==> src/rtl/spi_arbiter.sv <==
// Round-robin arbiter sharing one SPI master among NUM_REQ requesters.
// Define SPI_ARB_TIMEOUT_EN to abort transactions whose done never arrives.
module spi_arbiter #(
  parameter int NUM_REQ        = 4,
  parameter int GAP_CYCLES     = 4,
  parameter int TIMEOUT_CYCLES = 2048
) (
  input  logic                       clk,
  input  logic                       rst_n,
  input  logic [NUM_REQ-1:0]         req,
  input  logic [16*NUM_REQ-1:0]      req_cmd,
  output logic [NUM_REQ-1:0]         ack,
  output logic [15:0]                rd_data,
  output logic                       err,
  output logic [$clog2(NUM_REQ)-1:0] gnt_id,
  output logic                       busy,
  output logic                       wrt,
  output logic [15:0]                cmd,
  input  logic                       done,
  input  logic [15:0]                spi_rd_data
);
  localparam int ID_W  = $clog2(NUM_REQ);
  localparam int GAP_W = (GAP_CYCLES > 1) ? $clog2(GAP_CYCLES + 1) : 1;

  if (NUM_REQ < 2 || NUM_REQ > 8 || TIMEOUT_CYCLES < 1) begin : g_bad_cfg
    $error("spi_arbiter: unsupported parameter set");
  end

  typedef enum logic [2:0] {IDLE, ISSUE, BUSY, RESP, GAP} state_t;

  state_t          state;
  logic [ID_W-1:0] ptr;
  logic [GAP_W-1:0] gap_cnt;
  logic            any_req;
  logic [ID_W-1:0] sel;
  logic [ID_W-1:0] idx;
  logic [15:0]     cmd_arr [NUM_REQ];

  for (genvar g = 0; g < NUM_REQ; g++) begin : g_cmd
    assign cmd_arr[g] = req_cmd[16*g +: 16];
  end

  // Scan from farthest to nearest after ptr so the nearest set bit wins last.
  always_comb begin
    any_req = 1'b0;
    sel     = '0;
    idx     = '0;
    for (int i = NUM_REQ; i >= 1; i--) begin
      idx = ID_W'((int'(ptr) + i) % NUM_REQ);
      if (req[idx]) begin
        any_req = 1'b1;
        sel     = idx;
      end
    end
  end

`ifdef SPI_ARB_TIMEOUT_EN
  localparam int TO_W = $clog2(TIMEOUT_CYCLES + 1);
  logic [TO_W-1:0] to_cnt;
`else
  assign err = 1'b0;
`endif

  always_ff @(posedge clk) begin
    if (!rst_n) begin
      state   <= IDLE;
      wrt     <= 1'b0;
      cmd     <= '0;
      ack     <= '0;
      rd_data <= '0;
      gnt_id  <= '0;
      busy    <= 1'b0;
      gap_cnt <= '0;
      ptr     <= ID_W'(NUM_REQ - 1);
`ifdef SPI_ARB_TIMEOUT_EN
      err     <= 1'b0;
      to_cnt  <= '0;
`endif
    end else begin
      wrt <= 1'b0;
      ack <= '0;
`ifdef SPI_ARB_TIMEOUT_EN
      err <= 1'b0;
`endif
      case (state)
        IDLE: begin
          if (any_req) begin
            gnt_id <= sel;
            cmd    <= cmd_arr[sel];
            ptr    <= sel;
            busy   <= 1'b1;
            wrt    <= 1'b1;
            state  <= ISSUE;
          end
        end
        ISSUE: begin
`ifdef SPI_ARB_TIMEOUT_EN
          to_cnt <= '0;
`endif
          state <= BUSY;
        end
        BUSY: begin
          if (done) begin
            rd_data <= spi_rd_data;
            ack     <= NUM_REQ'(1) << gnt_id;
            state   <= RESP;
          end
`ifdef SPI_ARB_TIMEOUT_EN
          else if (to_cnt == TO_W'(TIMEOUT_CYCLES - 1)) begin
            rd_data <= 16'hFFFF;
            ack     <= NUM_REQ'(1) << gnt_id;
            err     <= 1'b1;
            state   <= RESP;
          end else begin
            to_cnt <= to_cnt + TO_W'(1);
          end
`endif
        end
        RESP: begin
          busy <= 1'b0;
          if (GAP_CYCLES == 0) begin
            state <= IDLE;
          end else begin
            gap_cnt <= GAP_W'(GAP_CYCLES);
            state   <= GAP;
          end
        end
        GAP: begin
          gap_cnt <= gap_cnt - GAP_W'(1);
          if (gap_cnt <= GAP_W'(1)) state <= IDLE;
        end
        default: state <= IDLE;
      endcase
    end
  end
endmodule

==> config.mk <==
export PLATFORM = sky130hd
export DESIGN_NAME = spi_arbiter
export DESIGN_NICKNAME = d
export VERILOG_FILES = /design/src/rtl/spi_arbiter.sv
export SDC_FILE = /design/constraint.sdc
export NUM_CORES = 1
export LEC_CHECK = 0
export ABC_AREA = 1
export ABC_CLOCK_PERIOD_IN_PS = 4200
export CAP_MARGIN = 30
export CORE_UTILIZATION = 42
export CTS_CLUSTER_DIAMETER = 120
export DETAILED_ROUTE_END_ITERATION = 7
export GPL_TIMING_DRIVEN = 0
export PLACE_DENSITY = 0.8
export SLEW_MARGIN = 20
export SYNTH_ARGS = -nofsm -noshare
export SYNTH_HDL_FRONTEND = slang
export SYNTH_SLANG_ARGS = --single-unit
==> constraint.sdc <==
create_clock -name clk -period 4.2 [get_ports clk]
set_input_delay 0.84 -clock clk [delete_from_list [all_inputs] [get_ports clk]]
set_output_delay 0.84 -clock clk [all_outputs]
set_load 0.01 [all_outputs]
# [Word-level counts from Yosys, hierarchy flattened]
# Index checks and enable logic that the tools add are counted.
[totals] reg_bits=48 output_inout_bits=41 word_cells=65
[classes] n_addsub=5 magnitude_cmp=6 n_eq_ne=7 n_shift=1 muxes=27 bitwise_logic=1 n_reduce_logical=9
[op_table] cell="16-bit binary-select mux with 2-bit select" n=1
[op_table] cell="16-bit two-way mux" n=2
[op_table] cell="3-bit case mux with 5 select lines" n=1
[op_table] cell="2-bit by 3-bit < comparator with 1-bit output (second input constant)" n=4
[op_table] cell="1-bit two-way mux" n=10
[op_table] cell="3-bit two-way mux" n=3
[op_table] cell="1-bit binary-select mux with 2-bit select" n=4
[op_table] cell="2-bit two-way mux" n=4
[op_table] cell="2-bit AND reduction" n=4
[op_table] cell="3-bit by 2-bit == test with 1-bit output (second input constant)" n=2
[op_table] cell="2-bit inequality test (second input constant)" n=3
[op_table] cell="3-bit case mux with 2 select lines" n=1
[op_table] cell="3-bit AND reduction" n=2
[op_table] cell="2-bit by 1-bit adder with 2-bit output (second input constant)" n=2
[op_table] cell="2-bit adder (second input constant)" n=2
[op_table] cell="2-bit nonzero test" n=2
[op_table] cell="1-bit by 2-bit left shift with 4-bit output (first input constant)" n=1
[op_table] cell="3-bit by 1-bit == test with 1-bit output (second input constant)" n=1
[op_table] cell="3-bit == test (second input constant)" n=1
[op_table] cell="3-bit greater-or-equal comparator (second input constant)" n=1
[op_table] cell="3-bit by 1-bit less-or-equal comparator with 1-bit output (second input constant)" n=1
[op_table] cell="3-bit zero test" n=1
[op_table] cell="2-bit inverter with 3-bit output" n=1
[op_table] cell="3-bit by 1-bit subtractor with 3-bit output (second input constant)" n=1
[op_table] cell="1-bit case mux with 2 select lines" n=1

# [Depth between registers and ports, before layout]
# Gate-level depths: netlist (run 1).
[depth] ltp_word=11 ltp_mapped=15 ltp_nobuf=13

# [Worst setup path after synthesis (run 1)]
# No wires, ideal clock.
[synth_timing] path_kind="input-to-reg" from="input req[0]" to="register cmd[0]" arrival_ps=1840 t_required_ps=4081 path_slack_ps=2241 path_stages=10 cell_sequence="nand2_1 -> nand2_2 -> nand2_1 -> nand3_1 -> nand3b_2 -> nand3_2 -> inv_2 -> buf_4 -> o21ai_1 -> a21oi_2"
[synth_between] elab_chain_cells=10 elab_cells_between_ends=21 classes_between="mux (19); bitwise (1); reduce/logical (1)"
[synth_rtl] item="start: declaration" line="10" rtl="input logic [NUM_REQ-1:0] req,"
[synth_rtl] item="1-bit binary-select mux with 2-bit select" line="50" rtl="if (req[idx]) begin"
[synth_rtl] item="1-bit two-way mux (not written as such)" line="50"
[synth_rtl] item="2-bit two-way mux (4 in a row)" line="50"
[synth_rtl] item="2-bit inverter with 3-bit output (not written as such)" line="89" rtl="cmd <= cmd_arr[sel];"
[synth_rtl] item="16-bit binary-select mux with 2-bit select" line="89"
[synth_rtl] item="16-bit two-way mux (not written as such) (2 in a row)" line="89"
[synth_rtl] item="end signal: assignment" line="89"
[synth_rtl] item="end: declaration" line="18" rtl="output logic [15:0] cmd,"
# Parallel ways exist; a longest one is shown, timed or not. The select of a mux whose other input is x is not followed.
# A chain may end at the register's enable or synchronous reset.

# [Final worst setup path (run 1)]
[layout_timing] from="input req[3]" to="register cmd[14]"
# The elaborated chain is that of the path after synthesis.

==> flow_metrics.env, run 1 <==
export IMPL_start_util=0.443
export IMPL_clock_latency_ns=0.30
export IMPL_die_height_um=78.9
export IMPL_crit_path_end_kind="flop"
export IMPL_clk_pin_slew_ns=0.08
export IMPL_syn_area_per_cell_um2=6.80
export IMPL_path_max_fanout=10
export IMPL_worstSetupStartpointType="input pin"
export IMPL_synth_most_common_cell="nand2_1"
export IMPL_clock_path_buffers=2
export IMPL_cts_sinks=48
export IMPL_dpl_cell_count=563
export IMPL_post_cts_buffers=0
export IMPL_skew_ns=0.00457
export IMPL_final_nets=586
export IMPL_crit_required_ns=4.43
export IMPL_antenna_found_initial=0
export IMPL_hold_path_class="reg -> reg"
export IMPL_num_antenna_cells=0
export IMPL_leakagePower_nw=1.64
export IMPL_r2r_cells=13
export IMPL_route_vias_total=2871
export IMPL_instances_no_fill=570
export IMPL_arrival_ns=2.60
export IMPL_ys_ff_latch=48
export IMPL_synthesis_area_um2=2480
export IMPL_synth_seq_area_share=0.387
export IMPL_grt_pass1_wl_mm=11.5
export IMPL_grt_ovfl_total=0
export IMPL_cp_common_cell="nand2_1"
export IMPL_yosysWarnings=0
export IMPL_synth_edf_count=0
export IMPL_hpwl_mm=5.66
export IMPL_path_cells="clkdlybuf4s50_1 > inv_1 > o21ai_1 > nand2_1 > nand2_1 > nand2_1 > nand3_2 > buf_2 > nand3_1 > nand3_1 > nand2_1 > a21oi_1"
export IMPL_final_hold_violation_count=0
export IMPL_grt_max_degree=14
export IMPL_ys_types=30
export IMPL_die_area_um2=6220
export IMPL_synth_area_leader_cell="dfxtp_1"
export IMPL_cts_made_buffers=5
export IMPL_critPathTopFamily="buffers and inverters"
export IMPL_cp_buffers_inverters=3
export IMPL_vdd_drop_max_mv=0.498
export IMPL_syn_to_final_growth_pct=58.3
export IMPL_cts_root_buf="clkbuf_8"
export IMPL_ios=128
export IMPL_synth_nets=453
export IMPL_status="completed"
export IMPL_slew_violations=0
export IMPL_fmax_mhz=422
export IMPL_synth_area_leaders="dfxtp_1 (39%), nand2_1 (16%), nand3_1 (15%)"
export IMPL_firstDrtPassIters=4
export IMPL_hold_depth=1
export IMPL_grtUsageTotal=0.232
export IMPL_viasPerCell=5.04
export IMPL_rows=27
export IMPL_max_cap_violations=0
export IMPL_ant_nets=0
export IMPL_post_drt_wl_per_cell_um=12.5
export IMPL_async_flop_share=0
export IMPL_route_detailed_drc=0
export IMPL_routed_wl_mm=7.11
export IMPL_timing_final_crit_period_ns=2.37
export IMPL_finalCritPeriodShare=0.564
export IMPL_powerDensity_nw_per_um2=643
export IMPL_drive_gt1_frac=0.0884
export IMPL_setup_viol=0
export IMPL_post_cts_resized=0
export IMPL_drt_iter0_drc=118
export IMPL_holdBufCountCts=0
export IMPL_synthCells=365
export IMPL_synth_commonest_cells="nand2_1 (108), nand3_1 (72), dfxtp_1 (48), a21oi_1 (36), inv_1 (17)"
export IMPL_htreeDepth=2
export IMPL_place_port_buffers=126
export IMPL_grt_setup_unrepaired="false"
export IMPL_cp_slowest_stage_delay_ns=0.45
export IMPL_fin_total_pwr_w=0.00253
export IMPL_core_region_area_um2=5610
export IMPL_cp_num_cells=12
export IMPL_slowest_stage="clkdlybuf4s50_1"
export IMPL_fin_setup_tns_ns=0
export IMPL_synthDominantCellAreaShare=0.387
export IMPL_crit_type="in -> reg"
export IMPL_first_global_vias=2647
export IMPL_cts_tree="yes"
export IMPL_die_x_um=78.9
export IMPL_gp_congestion=0.886
export IMPL_synthFlopType="dfxtp_1"
[layout make-up]
cell class	count	area [um2]
fill	481	1680
clock buffer	7	96.3
multi-input combinational	271	1290
buffer	22	143
tap	72	90.1
inverter	24	92.6
timing repair buffer	126	1260
sequential	48	961
[power by group]
group          leakage, nW  switching [W]  total (W)  internal [W]
registers            0.394      0.0000630   0.000625      0.000562
clock network       0.0503       0.000137   0.000283      0.000146
logic                 1.20       0.000936    0.00162      0.000682
[final timing paths]
path                            startpoint          to  slack, ns
worst max-delay path                req[3]     cmd[14]       1.83
worst min-delay path            gap_cnt[0]  gap_cnt[0]       0.45
worst max register to register      ptr[0]     cmd[14]       2.37
worst min register to register  gap_cnt[0]  gap_cnt[0]       0.45
[placed cells by master (no fill, tap or decap), drive strengths merged, types with 2 or more instances in the layout]
| cell | instances |
|---|---|
| a21oi | 40 |
| buf | 17 |
| clkbuf | 12 |
| clkdlybuf4s50 | 126 |
| clkinv | 2 |
| dfxtp | 48 |
| inv | 22 |
| nand2 | 115 |
| nand3 | 74 |
| nand3b | 2 |
| nor2 | 11 |
| o211ai | 2 |
| o21ai | 20 |
[kinds of logic (layout without fill, tap and decap cells)]
kind of cell / Yosys count / count (layout) / synth area share
flip-flops: 48 / 48 / 0.387
XOR/XNOR: 1 / 1 / 0.00353
AND/OR/NAND/NOR: 205 / 205 / 0.372
AO/OA/AOI/OAI: 63 / 63 / 0.136
other: 1 / 1 / 0.00151
adder cells (fa/ha/maj): 1 / 1 / 0.00504
buffers and inverters: 46 / 179 / 0.0948
[state kept, by name, summed over array words and instances (netlist names)]
register	count
gnt_id	2
state	3
gap_cnt	3
ack	4
wrt	1
ptr	2
busy	1
rd_data	16
cmd	16
[per-layer routing]
metal | wire [um] | track usage | vias to the layer above | part of all wire
li1 | - | - | 1468 | -
met1 | 3070 | 0.283 | 1263 | 0.43
met2 | 3400 | 0.401 | 131 | 0.48
met3 | 513 | 0.0471 | 9 | 0.072
met4 | 125 | 0.0873 | 0 | 0.018
met5 | 0 | 0 | - | 0
[through the flow]
stage	worst slack, ns	hold WS (ns)	area (um2)	utilization
floorplan	2.24	0.423	2480	-
global placement	1.60	0.438	3830	0.684
detailed placement	1.57	0.443	3830	0.684
CTS	1.88	0.454	3930	0.701
global route	1.59	0.493	3930	0.701
finish	1.83	0.455	3930	0.701
Note: power is estimated with default switching activity, not from simulation.
==> inputs of run 2 (changes only) <==
Settings changed: ABC_CLOCK_PERIOD_IN_PS 4200 to 2300, CORE_UTILIZATION 42 to 40, PLACE_DENSITY 0.8 to 0.77.
Clock period 4.2 ns to 2.3 ns, I/O delays scaled along.
==> flow_metrics.env, run 2 (synthesized netlist as in run 1, its figures left out) <==
export IMPL_grt_pass1_wl_mm=11.4
export IMPL_die_x_um=80.8
export IMPL_crit_path_end_kind="flop"
export IMPL_gp_congestion=0.858
export IMPL_powerDensity_nw_per_um2=1190
export IMPL_cts_sinks=48
export IMPL_ff2ff_setup_slack_ns=0.42
export IMPL_syn_to_final_growth_pct=59.3
export IMPL_max_cap_violations=0
export IMPL_num_antenna_cells=0
export IMPL_rows=28
export IMPL_final_hold_violation_count=0
export IMPL_start_util=0.417
export IMPL_grt_max_degree=17
export IMPL_slew_violations=0
export IMPL_grtUsageMet3=0.0640
export IMPL_drt_iter0_drc=51
export IMPL_worstSetupStartpointType="input pin"
export IMPL_clk_pin_slew_ns=0.09
export IMPL_first_global_vias=2604
export IMPL_vdd_drop_max_mv=0.948
export IMPL_route_vias_total=2855
export IMPL_path_max_fanout=10
export IMPL_die_height_um=80.8
export IMPL_grt_use_met2=0.419
export IMPL_fin_setup_tns_ns=0
export IMPL_hold_worst_slack_ns=0.464
export IMPL_drive_gt1_frac=0.0902
export IMPL_grtUsageMet1=0.247
export IMPL_crit_required_ns=2.47
export IMPL_top_regs="cmd: 16 flops, rd_data: 16 flops, ack: 4 flops"
export IMPL_cts_root_buf="clkbuf_8"
export IMPL_cts_made_buffers=5
export IMPL_holdBufCountCts=0
export IMPL_die_area_um2=6520
export IMPL_core_region_area_um2=5960
export IMPL_clock_path_buffers=2
export IMPL_ios=128
export IMPL_hpwl_mm=5.87
export IMPL_finalCritPeriodShare=0.869
export IMPL_ant_nets=0
export IMPL_grt_ovfl_total=0
export IMPL_cts_tree="yes"
export IMPL_firstDrtPassIters=4
export IMPL_layout_common_cells="clkdlybuf4s50_1 (126), nand2_1 (108), nand3_1 (72)"
export IMPL_crit_type="in -> reg"
export IMPL_leakagePower_nw=1.65
export IMPL_final_common_cell="clkdlybuf4s50_1"
export IMPL_fmax_mhz=500
export IMPL_grtUsageTotal=0.227
export IMPL_post_cts_resized=0
export IMPL_hold_depth=1
export IMPL_top_usage_layer="met2"
export IMPL_antenna_found_initial=0
export IMPL_hold_path_class="reg -> reg"
export IMPL_route_detailed_drc=0
export IMPL_viasPerCell=4.97
export IMPL_r2r_cells=12
export IMPL_timing_final_crit_period_ns=2.00
export IMPL_final_nets=586
export IMPL_arrival_ns=2.17
export IMPL_htreeDepth=2
export IMPL_post_cts_buffers=0
export IMPL_place_port_buffers=126
export IMPL_routed_wl_mm=7.22
export IMPL_skew_ns=0.00700
export IMPL_grt_setup_unrepaired="false"
export IMPL_setup_viol=0
export IMPL_post_drt_wl_per_cell_um=12.6
export IMPL_status="completed"
export IMPL_clock_latency_ns=0.30
==> run 2: cell types whose count changed in the layout (fill, tap and decap cells not counted), sizes merged <==
cell    previous run  this run
clkinv             2         4
bufinv             0         1
clkbuf            12        10
==> run 2: path summary, 6_finish.rpt <==
| kind | startpoint | to |
|---|---|---|
| setup reg to reg | ptr[0] | ptr[0] |
| hold / removal | gap_cnt[0] | gap_cnt[0] |
| setup / recovery | req[0] | ptr[0] |
| hold reg to reg | gap_cnt[0] | gap_cnt[0] |
==> run 2: layout make-up <==
class	instances	area (um2)
multi-input cells	271	1290
fillers	548	2000
clock buffers	5	68.8
clock inverters	3	47.5
flip-flops and latches	48	961
inverters	24	92.6
plain buffers	22	143
repair buffers	126	1260
well taps	75	93.8
==> run 2: critical path, stage by stage <==
cell             delay (ns)
clkdlybuf4s50_1        0.44
nand2_1                0.11
nand2_2                0.07
nand2_1                0.12
nand3_1                0.11
nand3b_2               0.24
nand3_2                0.13
inv_2                  0.10
buf_4                  0.18
nand2_1                0.11
o211ai_1               0.10
==> run 2: stage by stage <==
stage	setup WS, ns	total power [W]	utilization	std cells	cell area (um2)
6_report	0.302	0.00470	0.664	574	3950
4_1_cts	0.313	0.00472	0.664	574	3950
3_3_place_gp	0.0521	0.00402	0.644	566	3840
3_5_place_dp	0.00645	0.00409	0.644	566	3840
2_1_floorplan	0.721	0.00315	-	365	2480
5_1_grt	0.116	0.00508	0.664	574	3950
==> run 2: where the power goes <==
group	internal [W]	switching, W	total (W)
Sequential	0.00103	0.000121	0.00115
Combinational	0.00124	0.00170	0.00294
Clock	0.000327	0.000286	0.000613
==> run 2: routing by layer <==
layer,up-vias,part of all wire
met1,1243,0.40
met3,12,0.097
met4,0,0.014
met2,129,0.49
met5,-,0
li1,1471,-
